--- src/rtl/router_pkg.sv ---
// Shared definitions for the router packet FIFO: default widths and header layout.
package router_pkg;

    // Default payload width of a router word.
    localparam int DATA_W_DEF = 8;

    // The header length field occupies data[DATA_W-1:LEN_LSB]; the low bits carry the address.
    localparam int LEN_LSB = 2;

    // Width of the header length field for a given payload width.
    function automatic int len_w(input int dw);
        return dw - LEN_LSB;
    endfunction

    // Index of the header tag bit in a stored {tag,data} word.
    function automatic int tag_idx(input int dw);
        return dw;
    endfunction

endpackage

--- src/rtl/router_fifo_mem.sv ---
// Simple dual-port storage for the packet FIFO: synchronous write, combinational read.
// Kept in its own module so it can be replaced by a vendor macro.
module router_fifo_mem #(
    parameter int WORD_W = 9,
    parameter int ADDR_W = 4
) (
    input  logic              clock,
    input  logic              i_wr_en,
    input  logic [ADDR_W-1:0] i_wr_addr,
    input  logic [WORD_W-1:0] i_wr_data,
    input  logic [ADDR_W-1:0] i_rd_addr,
    output logic [WORD_W-1:0] o_rd_data
);

    logic [WORD_W-1:0] r_mem [0:(1<<ADDR_W)-1];

    // Store the incoming word; contents are never reset.
    always_ff @(posedge clock) begin
        if (i_wr_en) begin
            r_mem[i_wr_addr] <= i_wr_data;
        end
    end

    assign o_rd_data = r_mem[i_rd_addr];

endmodule

--- src/rtl/router_pkt_fifo.sv ---
// Packet-aware FIFO for one router destination port. Each word is stored with a
// header tag; the read side tracks packet length from the header and qualifies the
// registered output with SOP/EOP. Occupancy and almost flags are provided.
module router_pkt_fifo
    import router_pkg::*;
#(
    parameter int DATA_W   = DATA_W_DEF,
    parameter int DEPTH    = 16,
    parameter int AF_LEVEL = 14,
    parameter int AE_LEVEL = 2,
    parameter int LFD_DLY  = 1
) (
    input  logic                     clock,
    input  logic                     resetn,
    input  logic                     soft_reset,
    input  logic                     write_enb,
    input  logic                     lfd_state,
    input  logic [DATA_W-1:0]        data_in,
    input  logic                     read_enb,
    output logic [DATA_W-1:0]        data_out,
    output logic                     data_valid,
    output logic                     sop_out,
    output logic                     eop_out,
    output logic                     empty,
    output logic                     full,
    output logic                     almost_full,
    output logic                     almost_empty,
    output logic [$clog2(DEPTH):0]   fill_level,
    output logic                     overflow_err
);

    localparam int AW = $clog2(DEPTH);
    localparam int PW = AW + 1;
    localparam int LW = len_w(DATA_W);
    localparam int CW = LW + 1;
    localparam int TB = tag_idx(DATA_W);

    logic [PW-1:0]     r_wptr;
    logic [PW-1:0]     r_rptr;
    logic [PW-1:0]     r_fill;
    logic [CW-1:0]     r_cnt;
    logic              r_lfd_dly;
    logic [DATA_W-1:0] r_data_out;
    logic              r_valid;
    logic              r_sop;
    logic              r_eop;
    logic              r_ovf;

    logic              w_empty;
    logic              w_full;
    logic              w_tag;
    logic              w_wr;
    logic              w_rd;
    logic [DATA_W:0]   w_wr_word;
    logic [DATA_W:0]   w_rd_word;
    logic              w_rd_tag;
    logic [LW-1:0]     w_rd_len;

    // Same address with opposite wrap bits means the write pointer is a full lap ahead.
    assign w_empty = (r_wptr == r_rptr);
    assign w_full  = (r_wptr[AW-1:0] == r_rptr[AW-1:0]) && (r_wptr[AW] != r_rptr[AW]);

    // With LFD_DLY the FSM raises lfd_state the cycle before it presents the header.
    assign w_tag     = (LFD_DLY != 0) ? r_lfd_dly : lfd_state;
    assign w_wr      = write_enb & ~w_full & ~soft_reset;
    assign w_rd      = read_enb & ~w_empty & ~soft_reset;
    assign w_wr_word = {w_tag, data_in};

    assign w_rd_tag = w_rd_word[TB];
    assign w_rd_len = w_rd_word[DATA_W-1:LEN_LSB];

    router_fifo_mem #(
        .WORD_W (DATA_W + 1),
        .ADDR_W (AW)
    ) u_mem (
        .clock     (clock),
        .i_wr_en   (w_wr),
        .i_wr_addr (r_wptr[AW-1:0]),
        .i_wr_data (w_wr_word),
        .i_rd_addr (r_rptr[AW-1:0]),
        .o_rd_data (w_rd_word)
    );

    // Delay the header marker by one cycle so it lines up with the header word.
    always_ff @(posedge clock or negedge resetn) begin
        if (!resetn) begin
            r_lfd_dly <= 1'b0;
        end else if (soft_reset) begin
            r_lfd_dly <= 1'b0;
        end else begin
            r_lfd_dly <= lfd_state;
        end
    end

    // Write pointer advance and sticky overflow on a write attempt while full.
    always_ff @(posedge clock or negedge resetn) begin
        if (!resetn) begin
            r_wptr <= '0;
            r_ovf  <= 1'b0;
        end else if (soft_reset) begin
            r_wptr <= '0;
            r_ovf  <= 1'b0;
        end else begin
            if (w_wr) begin
                r_wptr <= r_wptr + PW'(1);
            end
            if (write_enb && w_full) begin
                r_ovf <= 1'b1;
            end
        end
    end

    // Read pointer advance on an accepted pop.
    always_ff @(posedge clock or negedge resetn) begin
        if (!resetn) begin
            r_rptr <= '0;
        end else if (soft_reset) begin
            r_rptr <= '0;
        end else if (w_rd) begin
            r_rptr <= r_rptr + PW'(1);
        end
    end

    // Occupancy: a simultaneous accepted write and pop leaves it unchanged.
    always_ff @(posedge clock or negedge resetn) begin
        if (!resetn) begin
            r_fill <= '0;
        end else if (soft_reset) begin
            r_fill <= '0;
        end else begin
            case ({w_wr, w_rd})
                2'b10:   r_fill <= r_fill + PW'(1);
                2'b01:   r_fill <= r_fill - PW'(1);
                default: r_fill <= r_fill;
            endcase
        end
    end

    // Registered read port with packet tracking: a header reloads the count (even
    // mid-packet), untagged words count down and the 1->0 step marks the parity word.
    always_ff @(posedge clock or negedge resetn) begin
        if (!resetn) begin
            r_data_out <= '0;
            r_valid    <= 1'b0;
            r_sop      <= 1'b0;
            r_eop      <= 1'b0;
            r_cnt      <= '0;
        end else if (soft_reset) begin
            r_data_out <= '0;
            r_valid    <= 1'b0;
            r_sop      <= 1'b0;
            r_eop      <= 1'b0;
            r_cnt      <= '0;
        end else if (w_rd) begin
            r_data_out <= w_rd_word[DATA_W-1:0];
            r_valid    <= 1'b1;
            if (w_rd_tag) begin
                r_cnt <= {1'b0, w_rd_len} + CW'(1);
                r_sop <= 1'b1;
                r_eop <= 1'b0;
            end else begin
                r_sop <= 1'b0;
                r_eop <= (r_cnt == CW'(1));
                if (r_cnt != '0) begin
                    r_cnt <= r_cnt - CW'(1);
                end
            end
        end else begin
            r_data_out <= '0;
            r_valid    <= 1'b0;
            r_sop      <= 1'b0;
            r_eop      <= 1'b0;
        end
    end

    assign data_out     = r_data_out;
    assign data_valid   = r_valid;
    assign sop_out      = r_sop;
    assign eop_out      = r_eop;
    assign empty        = w_empty;
    assign full         = w_full;
    assign almost_full  = (r_fill >= PW'(AF_LEVEL));
    assign almost_empty = (r_fill <= PW'(AE_LEVEL));
    assign fill_level   = r_fill;
    assign overflow_err = r_ovf;

endmodule

--- config.mk ---
export PLATFORM = sky130hd
export DESIGN_NAME = router_pkt_fifo
export DESIGN_NICKNAME = d
export VERILOG_FILES = /design/src/rtl/router_pkg.sv /design/src/rtl/router_fifo_mem.sv /design/src/rtl/router_pkt_fifo.sv
export SDC_FILE = /design/constraint.sdc
export NUM_CORES = 1
export LEC_CHECK = 0
export BUFFER_PORTS_ARGS = -buffer_cell sky130_fd_sc_hd__buf_2
export CAP_MARGIN = 15
export CORE_MARGIN = 2
export CORE_UTILIZATION = 50
export CTS_CLUSTER_DIAMETER = 60
export DETAILED_ROUTE_END_ITERATION = 10
export HOLD_SLACK_MARGIN = 0.1
export PLACE_DENSITY = 0.7
export REMOVE_ABC_BUFFERS = 1
export SETUP_SLACK_MARGIN = 0.4
export SYNTH_ARGS = -nofsm -noshare
export SYNTH_HDL_FRONTEND = slang
export SYNTH_HIERARCHICAL = 1
export SYNTH_SLANG_ARGS = --single-unit
--- constraint.sdc ---
create_clock -name clock -period 4.51 [get_ports clock]
set_input_delay 0.902 -clock clock [delete_from_list [all_inputs] [get_ports clock]]
set_output_delay 0.902 -clock clock [all_outputs]
set_load 0.005 [all_outputs]
==> run metrics, run 1 <==
synthesized flop and latch total 179; Final WS setup 997.6 ps; CTS H-tree depth 4; CP Launch Type flop; post-synth cell types 60; core area 15150 um^2; met3 global-route usage 0.05885; Fmax achieved 0.2847 GHz; Die H 128.1 um; first-pass GRT wire length 24.32 mm; Hold Path Class reg -> reg; Clock Tree Buf Depth 2; Worst R2R Setup Slack 1000 ps; post_cts resized 0; Clock Latency Late Sink 430 ps; Num CTS Buffers 17; via count 4294; DR WL/cell 22.24 um; final antenna-violating net count 0; 1st-iter DRT viols 398; GRT busiest layer met2; CP Max Fanout 13; final WL 15.72 mm; fin nets 530; Syn Inst Count 457; Mapped Area 7704 um^2; kind of end point of the critical path flop; routability cong. 0.7745; Post-synth EDFFs 144; Layout area overhead 11.69%; setup_tns 0 ps; vias in the first global route 4194; Final Hold Vio Count 0; 1st-pass router iterations 5; # DRC 0; # clock sinks 179; port bufs 34; global route overflow 0; largest net degree at the start of global routing 40; dpl cell area 8078 um^2; starting density of the core 0.5086; Detail Placement HPWL 9.563 mm; RSZ-0062 raised after global routing false; period utilization 0.7788; Slew Limit Fails 0; share of cells above drive strength 1 0.2274; Die ar. 16420 um^2; Worst Tran Pin Value 1202 ps; die width 128.1 um; clock skew 8.478 ps; CTS tree done; worst vdd ir 0.0004132 V; dpl ws 1006 ps; headroom to the max-slew limit 0.1956; fraction of registers with async set/reset 0.1955; CTS Hold Bufs 0; Arr. time, crit path 3880 ps; ant diodes 0; top_reg_cell synth edfxtp_1; worst setup path class reg -> reg; sequential element share of the synthesized area 0.6750; post-DR vias/cell 6.074; post-layout min period 3512 ps; LEAKAGE 0.003088 uW; Final Hold Slack 502.6 ps; met2 Use GR 0.3341; status finished clean; worst path required time 4870 ps; met1 Use GR 0.2677; count of final setup violators 0; synth warn 6; Ports 35; pwr dens 448.5 nW/um^2; clock root buffer clkbuf_16; gr usage total 0.2042; max-cap violation count 0; syn_area_per_cell 16.86 um^2; initial antenna violation count 0; clk slew on worst S/H paths 60 ps; Post-CTS Setup Inserts 0; design area 8605 um^2; num rows 45
==> cells in the mapped netlist (5+ instances only) <==
master | count | area [um^2]
a22oi_1 | 18 | 135.1
and2_1 | 5 | 31.28
a21oi_1 | 10 | 50.05
and2_4 | 8 | 70.07
mux4_2 | 21 | 473.0
dfrtp_1 | 35 | 875.8
inv_1 | 5 | 18.77
edfxtp_1 | 144 | 4324
nor2b_1 | 6 | 37.54
nand4_1 | 8 | 50.05
xor2_1 | 13 | 113.9
nand3_1 | 7 | 35.03
nand2_1 | 18 | 67.56
xnor2_1 | 7 | 61.31
nor3_1 | 9 | 45.04
mux4_1 | 15 | 394.1
buf_6 | 5 | 56.30
nor2_1 | 36 | 135.1
clkbuf_1 | 7 | 26.28
mux2i_1 | 8 | 80.08
ha_1 | 8 | 100.1
==> area by class of cell <==
type | instances | area (um^2)
Sequential cell | 179 | 5201
Fill cell | 1147 | 6541
Multi-Input combinational cell | 251 | 2321
Clock buffer | 21 | 440.4
Timing Repair Buffer | 52 | 309.0
Tap cell | 188 | 235.2
Inverter | 6 | 22.52
Clock inverter | 10 | 75.07
==> layer usage <==
metal | part of all wire | vias up
li1 | - | 1908
met5 | 0 | -
met1 | 0.42 | 2205
met4 | 0.015 | 0
met2 | 0.50 | 154
met3 | 0.058 | 27
==> worst paths after layout <==
| kind | cells past startpoint | startpoint | to |
|---|---|---|---|
| setup / recovery | 10 | r_wptr[0] | fill_level[2] |
| hold / removal | 2 | overflow_err | overflow_err |
| hold reg to reg | 2 | overflow_err | overflow_err |
| max in group asynchronous | 1 | resetn | r_rptr[0] |
| min in group asynchronous | 1 | resetn | overflow_err |
| setup reg to reg | 10 | r_wptr[0] | fill_level[2] |
==> state kept, by name, indices dropped and copies added (netlist names) <==
name          cells
u_mem/r_mem     144
sop_out           1
r_cnt             7
r_lfd_dly         1
r_wptr            5
fill_level        5
r_rptr            5
overflow_err      1
data_valid        1
data_out          8
eop_out           1
==> per-stage QoR <==
| step | util | std cells | power (uW) |
|---|---|---|---|
| 2_1_floorplan | - | 436 | 2384 |
| 3_3_place_gp | 0.5333 | 675 | 2563 |
| 3_5_place_dp | 0.5333 | 675 | 2583 |
| 4_1_cts | 0.5674 | 706 | 3885 |
| 5_1_grt | 0.5681 | 707 | 4019 |
| 6_report | 0.5681 | 707 | 3859 |
==> placed cells by master (no fill, tap or decap), drive strengths merged, types with 3 or more instances in the layout <==
| cell type | count |
|---|---|
| mux2i | 8 |
| nor2 | 37 |
| nand4 | 8 |
| a2111oi | 3 |
| xnor2 | 7 |
| buf | 52 |
| xor2 | 13 |
| a22oi | 18 |
| nand2 | 18 |
| nand3b | 3 |
| nor4 | 3 |
| mux4 | 36 |
| nor2b | 6 |
| o21ai | 6 |
| nand2b | 3 |
| clkinv | 5 |
| and2 | 13 |
| dfrtp | 35 |
| inv | 9 |
| clkbuf | 21 |
| ha | 8 |
| nor3 | 9 |
| nor4b | 3 |
| nand3 | 7 |
| a21oi | 10 |
| edfxtp | 144 |
| o211ai | 4 |
==> logic make-up (layout without fill, tap and decap cells) <==
family	after synthesis	count (layout)	synth area share
mux	45	45	0.1244
simple gates	120	120	0.08511
buf+inv	27	89	0.02371
fa+ha+maj	9	9	0.01559
compound gates	57	57	0.05344
xor+xnor	20	20	0.02274
flops	179	179	0.6750
==> worst max-delay path: stages, from the launching register on <==
cell       delay [ps]
dfrtp_1           500
xor2_1            240
or4_4             630
o21ai_4           350
nor2_4            140
and2_4            220
ha_1              310
xor2_1            190
and3_1            210
a2111oi_0         450
o22a_1            210
==> report_power, final <==
part / leakage (uW) / switching [uW] / internal (uW) / total, uW
sequential: 0.00178 / 48.6 / 1830 / 1880
combinational: 0.00107 / 364 / 308 / 672
clock: 0.000244 / 601 / 705 / 1310
No activity file was read; power rests on OpenSTA's default activity.
==> run 2: changes to the inputs <==
- PLACE_DENSITY: 0.7 -> 0.73
- clock period: 4.51 -> 3.1 ns (I/O delays scaled with it)
==> run 2 against run 1 <==
  * Clock skew decreased by 0.74 ps
  * Wire length up 2.1%
  * Sequential share of layout area decreased by 2.2 points
  * Worst hold slack worse by 230 ps
  * Via count increased by 1.7%
  * Global-route usage grew 0.45 points
  * Critical path type unchanged
  * Critical endpoint is now fill_level[4]
  * Largest cell class unchanged
  * Largest power group unchanged
==> run metrics, run 2 (same netlist as run 1, synthesis figures left out) <==
clk slew on worst S/H paths 60 ps; Top reg by flops u_mem/r_mem; CP Launch Type flop; Fmax achieved 0.3494 GHz; ant diodes 0; Net Sw Power 1565 uW; Clock Latency Late Sink 420 ps; count of final setup violators 0; 1st-iter DRT viols 409; clock skew 7.738 ps; Worst Tran Pin Value 788.0 ps; DR WL/cell 22.27 um; die width 128.1 um; LEAKAGE 0.003229 uW; Final Total Pwr 5972 uW; WL met3 904 um; period utilization 0.9233; commonest non-fill, non-tap cell in the layout edfxtp_1; CTS tree done; 1st-pass router iterations 5; Arr. time, crit path 3170 ps; worst path required time 3400 ps; first-pass GRT wire length 25.29 mm; port bufs 34; max FFs per register 144; post-layout min period 2862 ps; Worst R2R Setup Slack 240 ps; Detail Placement HPWL 10.12 mm; Critical-path top delay cell or4_4; design area 8930 um^2; vias in the first global route 4513; Top Layer Used met4; final WL 16.06 mm; Layout area overhead 15.92%; final non-filler cell total 721; CTS Hold Bufs 0; Switching Fraction 0.2620; post-DR vias/cell 6.060; # clock sinks 179; initial antenna violation count 0; CP Max Fanout 4; clock power share 0.353; gr usage total 0.2086; kind of end point of the critical path flop; Num CTS Buffers 17; routability cong. 0.8214; RSZ-0062 raised after global routing true; Final Hold Vio Count 0; max-cap violation count 0; num rows 45; worst setup path start r_rptr[1]; headroom to the max-slew limit 0.4747; Pint 4407 uW; Post-Place Cells 685; dpl cell area 8165 um^2; worst setup path class reg -> reg; status finished clean; pwr dens 668.8 nW/um^2; via count 4369; DRT met1 WL 6.598 mm; core area 15150 um^2; Flop pwr share 0.458; reg2reg path depth 11; fin nets 543; Slew Limit Fails 0; final antenna-violating net count 0; clock root buffer clkbuf_16; Die H 128.1 um; Hold Path Class in -> async; largest net degree at the start of global routing 40; met2 routed WL 8.170 mm; crit-path max cell delay 600 ps; worst vdd ir 0.0004261 V; global route overflow 0; share of cells above drive strength 1 0.2889; CTS H-tree depth 4; starting density of the core 0.5086; utilization after layout 0.5896; crit path cell chain xor2_1, or4_4, o21ai_4, nor2_4, and2_4, ha_4, nor2b_1, o21ai_1, nor3b_1, a32oi_1, mux2_2; Clock Tree Buf Depth 2; Gate power share 0.189; worst flop-to-flop path endpoint fill_level[4]; # DRC 0; FF-to-FF Start r_rptr[1]; Die ar. 16420 um^2; Ports 35; most frequent cells in the layout edfxtp_1, dfrtp_1, buf_2
run 2: cell types whose count changed in the layout (fill, tap and decap cells not counted), moves of 2 or more:
cell       change
clkinv_2       +2
bufinv_16      +2
nor2_1         -9
o21ai_1        +2
nor2_4         +7
nor2_2         +2
o21ai_0        -2
a2111oi_0      -2
buf_4         +11
clkbuf_1       -3
run 2: area by class of cell:
| type | count | area, um^2 |
|---|---|---|
| clock buffers | 18 | 429.2 |
| flip-flops and latches | 179 | 5201 |
| clock inverters | 14 | 148.9 |
| well taps | 188 | 235.2 |
| fillers | 1094 | 6216 |
| multi-input cells | 251 | 2449 |
| repair buffers | 65 | 444.2 |
| inverters | 6 | 22.52 |
run 2: worst max-delay path by stage:
| stage | to | slack [ps] |
|---|---|---|
| after floorplan | fill_level[4] | -1120 |
| after global placement | fill_level[4] | 170 |
| after detailed placement | fill_level[2] | 50 |
| after CTS | fill_level[4] | 280 |
| after global routing | fill_level[2] | 110 |
| final | fill_level[4] | 240 |
run 2: per-layer routing:
layer / vias to the layer above / track usage
met4: 0 / 0.06787
met5: - / 0
li1: 1940 / -
met3: 29 / 0.04508
met2: 158 / 0.3561
met1: 2242 / 0.2687
run 2: timing repair:
action | 4_1_cts | 5_1_grt
gates resized for setup | 23 | 10
buffers inserted | 3 | 0
gates cloned | 1 | 0
setup endpoints to repair | 88 | 85
pin swaps | 5 | 3
run 2: worst max-delay path: cells and delay by family (launching register included):
kind                       cells  cell delay [ps]
xor gates and xnor gates       1              180
DFF                            1              390
adders and majority gates      1              290
and+or+nand+nor                5             1100
muxes                          1              350
AOI/OAI and AO/OA              3              420
run 2: power groups by stage:
stage               registers (uW)  clock network, uW  logic, uW
detailed placement            2780                  0       1020
floorplan                     2840                  0        633
global route                  2740               2250       1220
finish                        2740               2110       1130
global placement              2770                  0        982
CTS                           2740               2140       1110
run 2: metrics by stage:
step                hold slack, ps  setup WS, ps  TNS (ps)
floorplan                    324.4         -1123    -47130
global placement             479.6         169.4         0
detailed placement           497.7         51.15         0
CTS                          296.7         277.6         0
global route                 333.6         114.3         0
finish                       273.5         237.9         0
==> run 3: changes to the inputs <==
- CTS_BUF_LIST: default -> sky130_fd_sc_hd__clkbuf_16
==> run 3 against run 2 <==
  * Wire length grew 0.22%
  * Sequential share of layout area is the same
  * Worst hold slack is essentially flat
  * First-iteration DRC count shrank 0.49%
  * Total power is essentially flat
  * Via count is essentially flat
  * Critical path type unchanged
  * Largest power group unchanged
==> run metrics, run 3 (same netlist as run 1, synthesis figures left out) <==
Worst Tran Pin Value 787.8 ps; Layout area overhead 15.92%; initial antenna violation count 0; vias in the first global route 4513; Crit path max-delay family simple AND/OR/NAND/NOR gates; most frequent cells in the layout edfxtp_1, dfrtp_1, buf_2; Detail Placement HPWL 10.12 mm; count of final setup violators 0; 1st-pass router iterations 5; Clock Tree Buf Depth 2; worst flop-to-flop path endpoint fill_level[4]; crit-path max cell delay 600 ps; status finished clean; final WL 16.09 mm; CTS H-tree depth 4; CP Launch Type flop; core area 15150 um^2; Die ar. 16420 um^2; CP Max Fanout 4; headroom to the max-slew limit 0.4748; clock skew 8.177 ps; port bufs 34; Clock Latency Late Sink 420 ps; post-DR vias/cell 6.062; gr usage total 0.2086; Final Total Pwr 5970 uW; max FFs per register 144; clock root buffer clkbuf_16; via count 4371; CTS tree done; starting density of the core 0.5086; RSZ-0062 raised after global routing true; 1st-iter DRT viols 407; Slew Limit Fails 0; share of cells above drive strength 1 0.2889; worst setup path class reg -> reg; period utilization 0.9233; Num CTS Buffers 17; largest net degree at the start of global routing 40; final antenna-violating net count 0; worst path bufs/invs 0; # DRC 0; global route overflow 0; Critical-path top delay cell or4_4; clk slew on worst S/H paths 60 ps; Die H 128.1 um; Ports 35; Arr. time, crit path 3170 ps; Top reg by flops u_mem/r_mem; crit path cell chain xor2_1, or4_4, o21ai_4, nor2_4, and2_4, ha_4, nor2b_1, o21ai_1, nor3b_1, a32oi_1, mux2_2; FF-to-FF Start r_rptr[1]; num rows 45; fin nets 543; DR WL/cell 22.32 um; CTS Hold Bufs 0; worst path required time 3400 ps; max-cap violation count 0; kind of end point of the critical path flop; first-pass GRT wire length 25.29 mm; # clock sinks 179; routability cong. 0.8214; die width 128.1 um; reg2reg path depth 11; LEAKAGE 0.003233 uW; Fmax achieved 0.3494 GHz; dpl cell area 8165 um^2; post-layout min period 2862 ps; Worst R2R Setup Slack 240 ps; Final Hold Vio Count 0; ant diodes 0; worst vdd ir 0.0004241 V; design area 8930 um^2; Hold Path Class in -> async; pwr dens 668.6 nW/um^2; commonest non-fill, non-tap cell in the layout edfxtp_1
==> run 3: cell count changes in the layout (fill, tap and decap cells not counted) <==
cell      before  now
inv_1          5    6
clkbuf_1       1    0
==> run 3: area by class of cell <==
cell class | instances | area (um^2)
clock buffer | 17 | 425.4
clock inverter | 15 | 152.6
fill | 1094 | 6216
inverter | 6 | 22.52
multi-input combinational | 251 | 2449
sequential | 179 | 5201
tap | 188 | 235.2
timing repair buffer | 65 | 444.2
==> run 3: power by group <==
part	leakage (uW)	internal (uW)	switching [uW]
combinational	0.00117	544	583
clock	0.000287	1200	913
sequential	0.00178	2660	70.5
==> run 3: per-layer routing <==
| layer | up-vias | GRT usage | share of wire |
|---|---|---|---|
| met4 | 0 | 0.06787 | 0.023 |
| li1 | 1940 | - | - |
| met1 | 2256 | 0.2687 | 0.41 |
| met3 | 27 | 0.04508 | 0.055 |
| met2 | 148 | 0.3561 | 0.51 |
| met5 | - | 0 | 0 |
==> run 3: worst max path at each step <==
| stage | startpoint | cells past startpoint | end | slack, ps |
|---|---|---|---|---|
| after global routing | r_wptr[2] | 12 | fill_level[2] | 110 |
| after global placement | r_rptr[0] | 11 | fill_level[4] | 170 |
| after CTS | r_wptr[1] | 11 | fill_level[4] | 280 |
| final | r_rptr[1] | 11 | fill_level[4] | 240 |
| after floorplan | r_rptr[0] | 11 | fill_level[4] | -1120 |
| after detailed placement | r_rptr[0] | 10 | fill_level[2] | 50 |
==> run 3: what timing repair did <==
item	in CTS	in global routing
gates cloned	1	0
endpoints found under the setup margin	88	85
setup buffers	3	0
pin swaps	5	3
resized for setup	23	10
==> run 3: through the flow <==
step	setup TNS, ps	util	setup slack (ps)	hold WS (ps)	std cells
after global routing	0	0.5896	114.3	333.6	721
after floorplan	-47130	-	-1123	324.4	436
after global placement	0	0.5391	169.4	479.6	685
after detailed placement	0	0.5391	51.15	497.7	685
final	0	0.5896	237.8	273.3	721
after CTS	0	0.5865	277.6	296.7	721
